===== src/rtl/battle_turn_scheduler_if.sv =====
// Bundles the move-select/datapath handshake seen by the battle turn scheduler.
// Latency: none, wires only.
// Backpressure: dmg_done from the datapath is the only flow control on apply_damage.
interface battle_turn_scheduler_if #(
    parameter int SPD_W  = 8,
    parameter int HP_W   = 8,
    parameter int TURN_W = 8
);
    logic              go;
    logic [SPD_W-1:0]  p_speed;
    logic [SPD_W-1:0]  ai_speed;
    logic [HP_W-1:0]   p_hp;
    logic [HP_W-1:0]   ai_hp;
    logic              dmg_done;
    logic              apply_damage;
    logic              active_trainer;
    logic              target;
    logic              busy;
    logic              victory;
    logic              loss;
    logic [TURN_W-1:0] turn_count;

    // Front end plus datapath side: supplies stats/HP and acknowledges hits.
    modport master (
        output go, p_speed, ai_speed, p_hp, ai_hp, dmg_done,
        input  apply_damage, active_trainer, target, busy, victory, loss, turn_count
    );

    // Scheduler side.
    modport slave (
        input  go, p_speed, ai_speed, p_hp, ai_hp, dmg_done,
        output apply_damage, active_trainer, target, busy, victory, loss, turn_count
    );
endinterface


===== src/rtl/battle_turn_scheduler.sv =====
// Runs one battle turn per go: orders attackers by speed, issues two damage hits, checks KO.
// Latency: ORDER 1 cycle, each HIT >= 1 cycle (until dmg_done), each CHECK 1 cycle; min turn 5 cycles.
// Backpressure: apply_damage is held until dmg_done; TIE_ALTERNATE_EN alternates first mover on speed ties.
module battle_turn_scheduler #(
    parameter int SPD_W  = 8,
    parameter int HP_W   = 8,
    parameter int TURN_W = 8
) (
    input  logic                   clk,
    input  logic                   reset,
    battle_turn_scheduler_if.slave bus
);

    typedef enum logic [2:0] {
        IDLE, ORDER, HIT1, CHECK1, HIT2, CHECK2, VICTORY, LOSS
    } state_t;

    typedef struct packed {
        logic apply_damage;
        logic active_trainer;
        logic target;
        logic busy;
        logic victory;
        logic loss;
    } outs_t;

    state_t            state, state_nxt;
    logic              first_is_ai, first_nxt;
    logic [TURN_W-1:0] turn_q, turn_nxt;
    outs_t             outs_q;
    logic              ai_faster;
    logic              speed_tie;
    logic              order_first;
    logic              hit1_tgt_dead;
    logic              hit2_tgt_dead;

`ifdef TIE_ALTERNATE_EN
    logic tie_flag, tie_nxt;
`endif

    // Output image of a state; attacker/target only meaningful during a hit.
    function automatic outs_t decode(state_t s, logic fa);
        outs_t o;
        o = '0;
        case (s)
            ORDER:   o.busy = 1'b1;
            HIT1: begin
                o.apply_damage   = 1'b1;
                o.active_trainer = fa;
                o.target         = ~fa;
                o.busy           = 1'b1;
            end
            CHECK1:  o.busy = 1'b1;
            HIT2: begin
                o.apply_damage   = 1'b1;
                o.active_trainer = ~fa;
                o.target         = fa;
                o.busy           = 1'b1;
            end
            CHECK2:  o.busy = 1'b1;
            VICTORY: o.victory = 1'b1;
            LOSS:    o.loss = 1'b1;
            default: o = '0;
        endcase
        return o;
    endfunction

    assign ai_faster = bus.ai_speed > bus.p_speed;
    assign speed_tie = bus.ai_speed == bus.p_speed;

`ifdef TIE_ALTERNATE_EN
    // Ties go to whoever the flag points at; first tie after reset is the player's.
    assign order_first = ai_faster | (speed_tie & tie_flag);
`else
    // Ties always go to the player.
    assign order_first = ai_faster;
`endif

    // HIT1 targets the AI when the player attacks first, and vice versa for HIT2.
    assign hit1_tgt_dead = (first_is_ai ? bus.p_hp  : bus.ai_hp) == '0;
    assign hit2_tgt_dead = (first_is_ai ? bus.ai_hp : bus.p_hp)  == '0;

    // Next-state, attack order and turn counter decisions.
    always_comb begin
        state_nxt = state;
        first_nxt = first_is_ai;
        turn_nxt  = turn_q;
`ifdef TIE_ALTERNATE_EN
        tie_nxt   = tie_flag;
`endif
        case (state)
            IDLE: begin
                if (bus.go) state_nxt = ORDER;
            end
            ORDER: begin
                if (bus.ai_hp == '0) begin
                    state_nxt = VICTORY;
                end else if (bus.p_hp == '0) begin
                    state_nxt = LOSS;
                end else begin
                    first_nxt = order_first;
`ifdef TIE_ALTERNATE_EN
                    tie_nxt   = tie_flag ^ speed_tie;
`endif
                    state_nxt = HIT1;
                end
            end
            HIT1: begin
                if (bus.dmg_done) state_nxt = CHECK1;
            end
            CHECK1: begin
                if (hit1_tgt_dead) state_nxt = first_is_ai ? LOSS : VICTORY;
                else               state_nxt = HIT2;
            end
            HIT2: begin
                if (bus.dmg_done) state_nxt = CHECK2;
            end
            CHECK2: begin
                if (hit2_tgt_dead) begin
                    state_nxt = first_is_ai ? VICTORY : LOSS;
                end else begin
                    state_nxt = IDLE;
                    turn_nxt  = (turn_q == {TURN_W{1'b1}}) ? turn_q : turn_q + 1'b1;
                end
            end
            VICTORY: state_nxt = VICTORY;
            LOSS:    state_nxt = LOSS;
            default: state_nxt = IDLE;
        endcase
    end

    // State register with outputs registered from the next state.
    always_ff @(posedge clk or posedge reset) begin
        if (reset) begin
            state       <= IDLE;
            first_is_ai <= 1'b0;
            turn_q      <= '0;
            outs_q      <= '0;
`ifdef TIE_ALTERNATE_EN
            tie_flag    <= 1'b0;
`endif
        end else begin
            state       <= state_nxt;
            first_is_ai <= first_nxt;
            turn_q      <= turn_nxt;
            outs_q      <= decode(state_nxt, first_nxt);
`ifdef TIE_ALTERNATE_EN
            tie_flag    <= tie_nxt;
`endif
        end
    end

    assign bus.apply_damage   = outs_q.apply_damage;
    assign bus.active_trainer = outs_q.active_trainer;
    assign bus.target         = outs_q.target;
    assign bus.busy           = outs_q.busy;
    assign bus.victory        = outs_q.victory;
    assign bus.loss           = outs_q.loss;
    assign bus.turn_count     = turn_q;

endmodule


===== src/flat_wrapper.sv =====
// flat-port wrapper written by rule: the top's interface ports become plain ports
module battle_turn_scheduler_flat 
#(
    parameter int SPD_W  = 8,
    parameter int HP_W   = 8,
    parameter int TURN_W = 8
)
  (clk, reset, bus_go, bus_p_speed, bus_ai_speed, bus_p_hp, bus_ai_hp, bus_dmg_done, bus_apply_damage, bus_active_trainer, bus_target, bus_busy, bus_victory, bus_loss, bus_turn_count);
  battle_turn_scheduler_if #(.SPD_W(SPD_W), .HP_W(HP_W), .TURN_W(TURN_W)) bus_i ();
  input  logic clk;
  input  logic reset;
  input wire logic [$bits(bus_i.go)-1:0] bus_go;
  input wire logic [$bits(bus_i.p_speed)-1:0] bus_p_speed;
  input wire logic [$bits(bus_i.ai_speed)-1:0] bus_ai_speed;
  input wire logic [$bits(bus_i.p_hp)-1:0] bus_p_hp;
  input wire logic [$bits(bus_i.ai_hp)-1:0] bus_ai_hp;
  input wire logic [$bits(bus_i.dmg_done)-1:0] bus_dmg_done;
  output wire logic [$bits(bus_i.apply_damage)-1:0] bus_apply_damage;
  output wire logic [$bits(bus_i.active_trainer)-1:0] bus_active_trainer;
  output wire logic [$bits(bus_i.target)-1:0] bus_target;
  output wire logic [$bits(bus_i.busy)-1:0] bus_busy;
  output wire logic [$bits(bus_i.victory)-1:0] bus_victory;
  output wire logic [$bits(bus_i.loss)-1:0] bus_loss;
  output wire logic [$bits(bus_i.turn_count)-1:0] bus_turn_count;
  assign bus_i.go = bus_go;
  assign bus_i.p_speed = bus_p_speed;
  assign bus_i.ai_speed = bus_ai_speed;
  assign bus_i.p_hp = bus_p_hp;
  assign bus_i.ai_hp = bus_ai_hp;
  assign bus_i.dmg_done = bus_dmg_done;
  assign bus_apply_damage = bus_i.apply_damage;
  assign bus_active_trainer = bus_i.active_trainer;
  assign bus_target = bus_i.target;
  assign bus_busy = bus_i.busy;
  assign bus_victory = bus_i.victory;
  assign bus_loss = bus_i.loss;
  assign bus_turn_count = bus_i.turn_count;
  battle_turn_scheduler #(.SPD_W(SPD_W), .HP_W(HP_W), .TURN_W(TURN_W)) u_core (.clk(clk), .reset(reset), .bus(bus_i));
endmodule

===== config.mk =====
export PLATFORM = sky130hd
export DESIGN_NAME = battle_turn_scheduler_flat
export DESIGN_NICKNAME = d
export VERILOG_FILES = /design/src/rtl/battle_turn_scheduler_if.sv /design/src/rtl/battle_turn_scheduler.sv /design/src/flat_wrapper.sv
export SDC_FILE = /design/constraint.sdc
export NUM_CORES = 1
export LEC_CHECK = 0
export ABC_AREA = 1
export BUFFER_PORTS_ARGS = -buffer_cell sky130_fd_sc_hd__buf_2
export CORE_UTILIZATION = 35
export DETAILED_ROUTE_END_ITERATION = 8
export PLACE_DENSITY = 0.73
export SLEW_MARGIN = 10
export SYNTH_ARGS = -nofsm -noshare
export SYNTH_HDL_FRONTEND = slang
export SYNTH_SLANG_ARGS = --single-unit

===== constraint.sdc =====
create_clock -name clk -period 1.5 [get_ports clk]
set_input_delay 0.3 -clock clk [delete_from_list [all_inputs] [get_ports clk]]
set_output_delay 0.3 -clock clk [all_outputs]
set_load 0.05 [all_outputs]

==> flow_results.org <==
** Floorplan
- Chip Height :: 66.9 um
- Overall die width :: 66.9 um
- Row cnt :: 23
- The floorplan step defined a die boundary enclosing 4470 um2.
- 50 I/O pins were placed.
- The initial utilization of the core area, before any placement, comes to 0.366.
- Floorplan core area :: 4030 um2

** Detailed routing
- After the first detailed-routing iteration, the DRC count stood at 39.
- In this run the remaining antenna-violating nets after routing total 0.
- DRC viols :: 0
- Summing over every cut layer, the via total after detailed routing is 1456.
- Wires add up to 3190 um.
- Total routed wire length on the met1 layer :: 1400 um
- After detailed routing, the number of vias per cell comes to 4.55.
- Per-cell routed wire length :: 9.96 um
- In this run the top signal layer used is met4.
- Detailed routing placed a total of 114 um of wire on met3.
- Total met2 wirelength after detailed routing :: 1660 um
- Count of TritonRoute iterations in the first routing pass :: 4

** STA
- Clock skew on the completed layout was measured at 0.00217 ns.
- Max Clk Rate :: 679 MHz
- Relative max-transition margin :: 0.769
- TNS Setup :: 0 ns
- Hold Worst Slack :: -0.00521 ns
- Setup violations remaining at the end of the flow were counted as 0.
- The final number of hold-violating endpoints is 8.
- Time the worst path needs with I/O delays and setup :: 1.47 ns
- RSZ-0062 raised after global routing :: yes
- The final max-slew violation count is 0.
- Dividing the final minimum period by the clock period gives 0.981.
- At the pin with the least slew margin, the transition time is 0.346 ns.

** Finish
- After the last flow step, the layout net total stands at 316.
- The count of cells in the finished layout, fillers not included, comes to 320.
- Across the whole layout, storage elements account for 463 um2.
- Area delta synth->final :: 41.4%
- The repair_antennas step left the layout with diodes totalling 0.
- Fraction of final layout cells with drive strength greater than 1 :: 0.459
- Fill cells :: 382
- Most frequent cells in the layout :: nand2_1 (53), buf_2 (49), inv_1 (22), nor2_1 (21), buf_4 (15)
- Leaving out fill and tap cells, the most frequent cell in the layout is nand2_1.
- Area of combinational cells with multiple inputs :: 970 um2

** Status
- Violations in the final reports :: negative hold slack
- Status :: complete, but fails checks

** Clock tree
- Root Buffer :: clkbuf_8
- Counting along the longest clock path gives a buffer depth of 2.
- At the later pin of the worst-skew pair, clock insertion delay measures 0.25 ns.
- H-tree lvl count :: 1
- TritonCTS built the clock tree.
- CTS clock-pin slew for the worst setup and hold paths :: 0.07 ns
- Buffers inserted during clock tree synthesis total 3.
- Number of clock sinks :: 18

** Synth
- After synthesis the cells add up to 1470 um2.
- Combinational family with the most area after synthesis :: simple AND/OR/NAND/NOR gates
- Fraction of the mapped netlist area in adder cells :: 0.0764
- Compound-gate portion of the synthesized area :: 0.0722
- Total of warnings raised by yosys :: 0
- Post-synthesis sequential area ratio :: 0.306
- In the synthesized netlist, the number of instances is 201.
- Leading post-synthesis cells by cell area :: dfrtp_1 (31%), nand2_1 (15%), ha_1 (7.6%), inv_1 (5.6%), nor2_1 (5.3%)
- Of the total synthesized cell area, the portion taken by XOR and XNOR cells is 0.0297.
- Of the total synthesized cell area, the portion taken by AND, OR, NAND and NOR gates is 0.430.
- The portion of synthesized area spent on multiplexers is 0.
- In this run the mean area of a mapped cell was 7.33 um2.
- Post-synthesis sequential element count :: 18
- Net count after synthesis :: 246
- The share of synthesized area in the top cell type comes to 0.306.
- Netlist cell types :: 27
- The synthesized design spends more area on one cell type than any other, namely dfrtp_1.

** Setup path
- In this run the critical register-to-register path is launched from u_core.state[1].
- Worst reg2reg path depth :: 9
- The worst setup path is captured at a flop.
- Startpoint type of the worst setup path :: flop
- The setup path with the least slack is of type reg -> reg.
- For the worst setup path, the data arrival time is 1.62 ns.
- Setup slack on the worst flop-to-flop path :: 0.03 ns
- Along the worst path, the maximum fanout reaches 6.
- The worst register-to-register path ends at u_core.bus.busy.
- For the worst setup path, the data required time is 1.64 ns.

** Global routing
- In the global route stage, overall resource usage came out at 0.159.
- Entering global routing, the biggest net connects 13 pins.
- The number of antenna violations at the first check in global routing was 0.
- The first global-routing pass estimated 5510 um of wire.
- The number of global-route vias before repair is 1352.
- Total overflow reported by the global router :: 0

** Place
- The wire-length estimate of the detail-placed layout is 2580 um.
- Cell Count Post-Placement :: 310
- Input/output buffers :: 49
- Routability-driven placement finished with a final weighted congestion of 0.813.

** Power and ir drop
- Of the total power, registers draw 0.443.
- Summed over all cells, the static leakage comes to 1.06 nW.
- Reported net switching power :: 0.293 mW
- Share of total power in combinational logic :: 0.205
- Cell internal power was estimated by the tool at 0.832 mW.
- In this run the power density over the cells is 540 nW/um2.
- Of the total power, the clock network draws 0.352.
- Maximum vdd ir drop :: 240 uV
- Of the total power, the share spent switching nets is 0.261.

** Flow run
- Across the run, the number of max-cap violations was 0.

** Min path
- Min-Delay Path Class :: in -> async
-- routing by layer --
layer	track usage	up-vias
met2	0.288	32
met3	0.0308	2
li1	-	770
met5	0	-
met1	0.191	652
met4	0.0319	0
-- metrics by stage --
| stage | cell area (um2) | util | total power, mW | setup slack [ns] |
|---|---|---|---|---|
| floorplan | 1520 | - | 0.628 | -0.0271 |
| global placement | 1910 | 0.475 | 0.711 | -0.0807 |
| detailed placement | 1910 | 0.475 | 0.713 | -0.102 |
| CTS | 2010 | 0.499 | 1.11 | 0.00181 |
| global route | 2080 | 0.517 | 1.20 | -0.0806 |
| finish | 2080 | 0.517 | 1.12 | 0.0281 |
-- synthesized netlist by cell type (all sizes together) --
| library cell | number |
|---|---|
| nand3 | 13 |
| nor3 | 3 |
| or2 | 1 |
| a21oi | 6 |
| nor2 | 32 |
| dfrtp | 18 |
| nand2 | 63 |
| xor2 | 4 |
| ha | 9 |
| o2111ai | 1 |
| inv | 30 |
| nand4 | 9 |
| xnor2 | 1 |
| o21bai | 1 |
| buf | 3 |
| o21ai | 7 |
-- power groups by stage --
stage / clock network [mW] / registers (mW) / logic [mW]
3_3_place_gp: 0 / 0.501 / 0.209
3_5_place_dp: 0 / 0.501 / 0.212
4_1_cts: 0.407 / 0.492 / 0.213
2_1_floorplan: 0 / 0.500 / 0.127
5_1_grt: 0.438 / 0.499 / 0.266
6_report: 0.396 / 0.498 / 0.231
-- worst max path at each step --
| stage | start | endpoint | slack, ns | cells past startpoint |
|---|---|---|---|---|
| finish | u_core.state[1] | u_core.bus.busy | 0.03 | 9 |
| global route | u_core.first_is_ai | u_core.bus.busy | -0.08 | 11 |
| CTS | u_core.state[1] | u_core.bus.busy | 0.002 | 8 |
| detailed placement | bus_ai_speed[7] | u_core.bus.active_trainer | -0.10 | 9 |
| global placement | bus_ai_speed[7] | u_core.bus.active_trainer | -0.08 | 9 |
| floorplan | u_core.bus.turn_count[4] | u_core.bus.turn_count[4] | -0.03 | 5 |
-- sequential cells by signal, indices dropped and copies added, names as in the netlist --
| signal | cells |
|---|---|
| u_core.bus.turn_count | 8 |
| u_core.bus.busy | 1 |
| u_core.bus.active_trainer | 1 |
| u_core.bus.loss | 1 |
| u_core.bus.target | 1 |
| u_core.first_is_ai | 1 |
| u_core.bus.victory | 1 |
| u_core.state | 3 |
| u_core.bus.apply_damage | 1 |
-- critical path, cell delays in order (launching register included) --
cell,delay (ns)
dfrtp_2,0.44
inv_4,0.06
buf_12,0.12
nor3_4,0.23
or2_1,0.15
inv_2,0.05
nand4_4,0.11
o21ai_4,0.09
nand2_1,0.07
nand2_1,0.05
-- cell type report --
type                            instances  area share
Tap cell                               50      0.0300
Clock buffer                            4      0.0264
Multi-Input combinational cell        150       0.465
Inverter                               30      0.0564
Timing Repair Buffer                   67       0.196
Sequential cell                        18       0.222
Timing Repair inverter                  1     0.00360
-- timing repair --
action	4_1_cts	5_1_grt
gates resized for setup	5	11
setup endpoints to repair	1	9
endpoints found under the hold margin	0	0
setup buffers	1	4
hold buffers	0	0
gates cloned	0	1
pin swaps	3	10
-- kinds of logic after synthesis --
kind of cell | after synthesis
and+or+nand+nor | 121
buffers and inverters | 33
DFF | 18
AOI/OAI and AO/OA | 15
adders and majority gates | 9
xor gates and xnor gates | 5
Note: power is estimated with default switching activity, not from simulation.
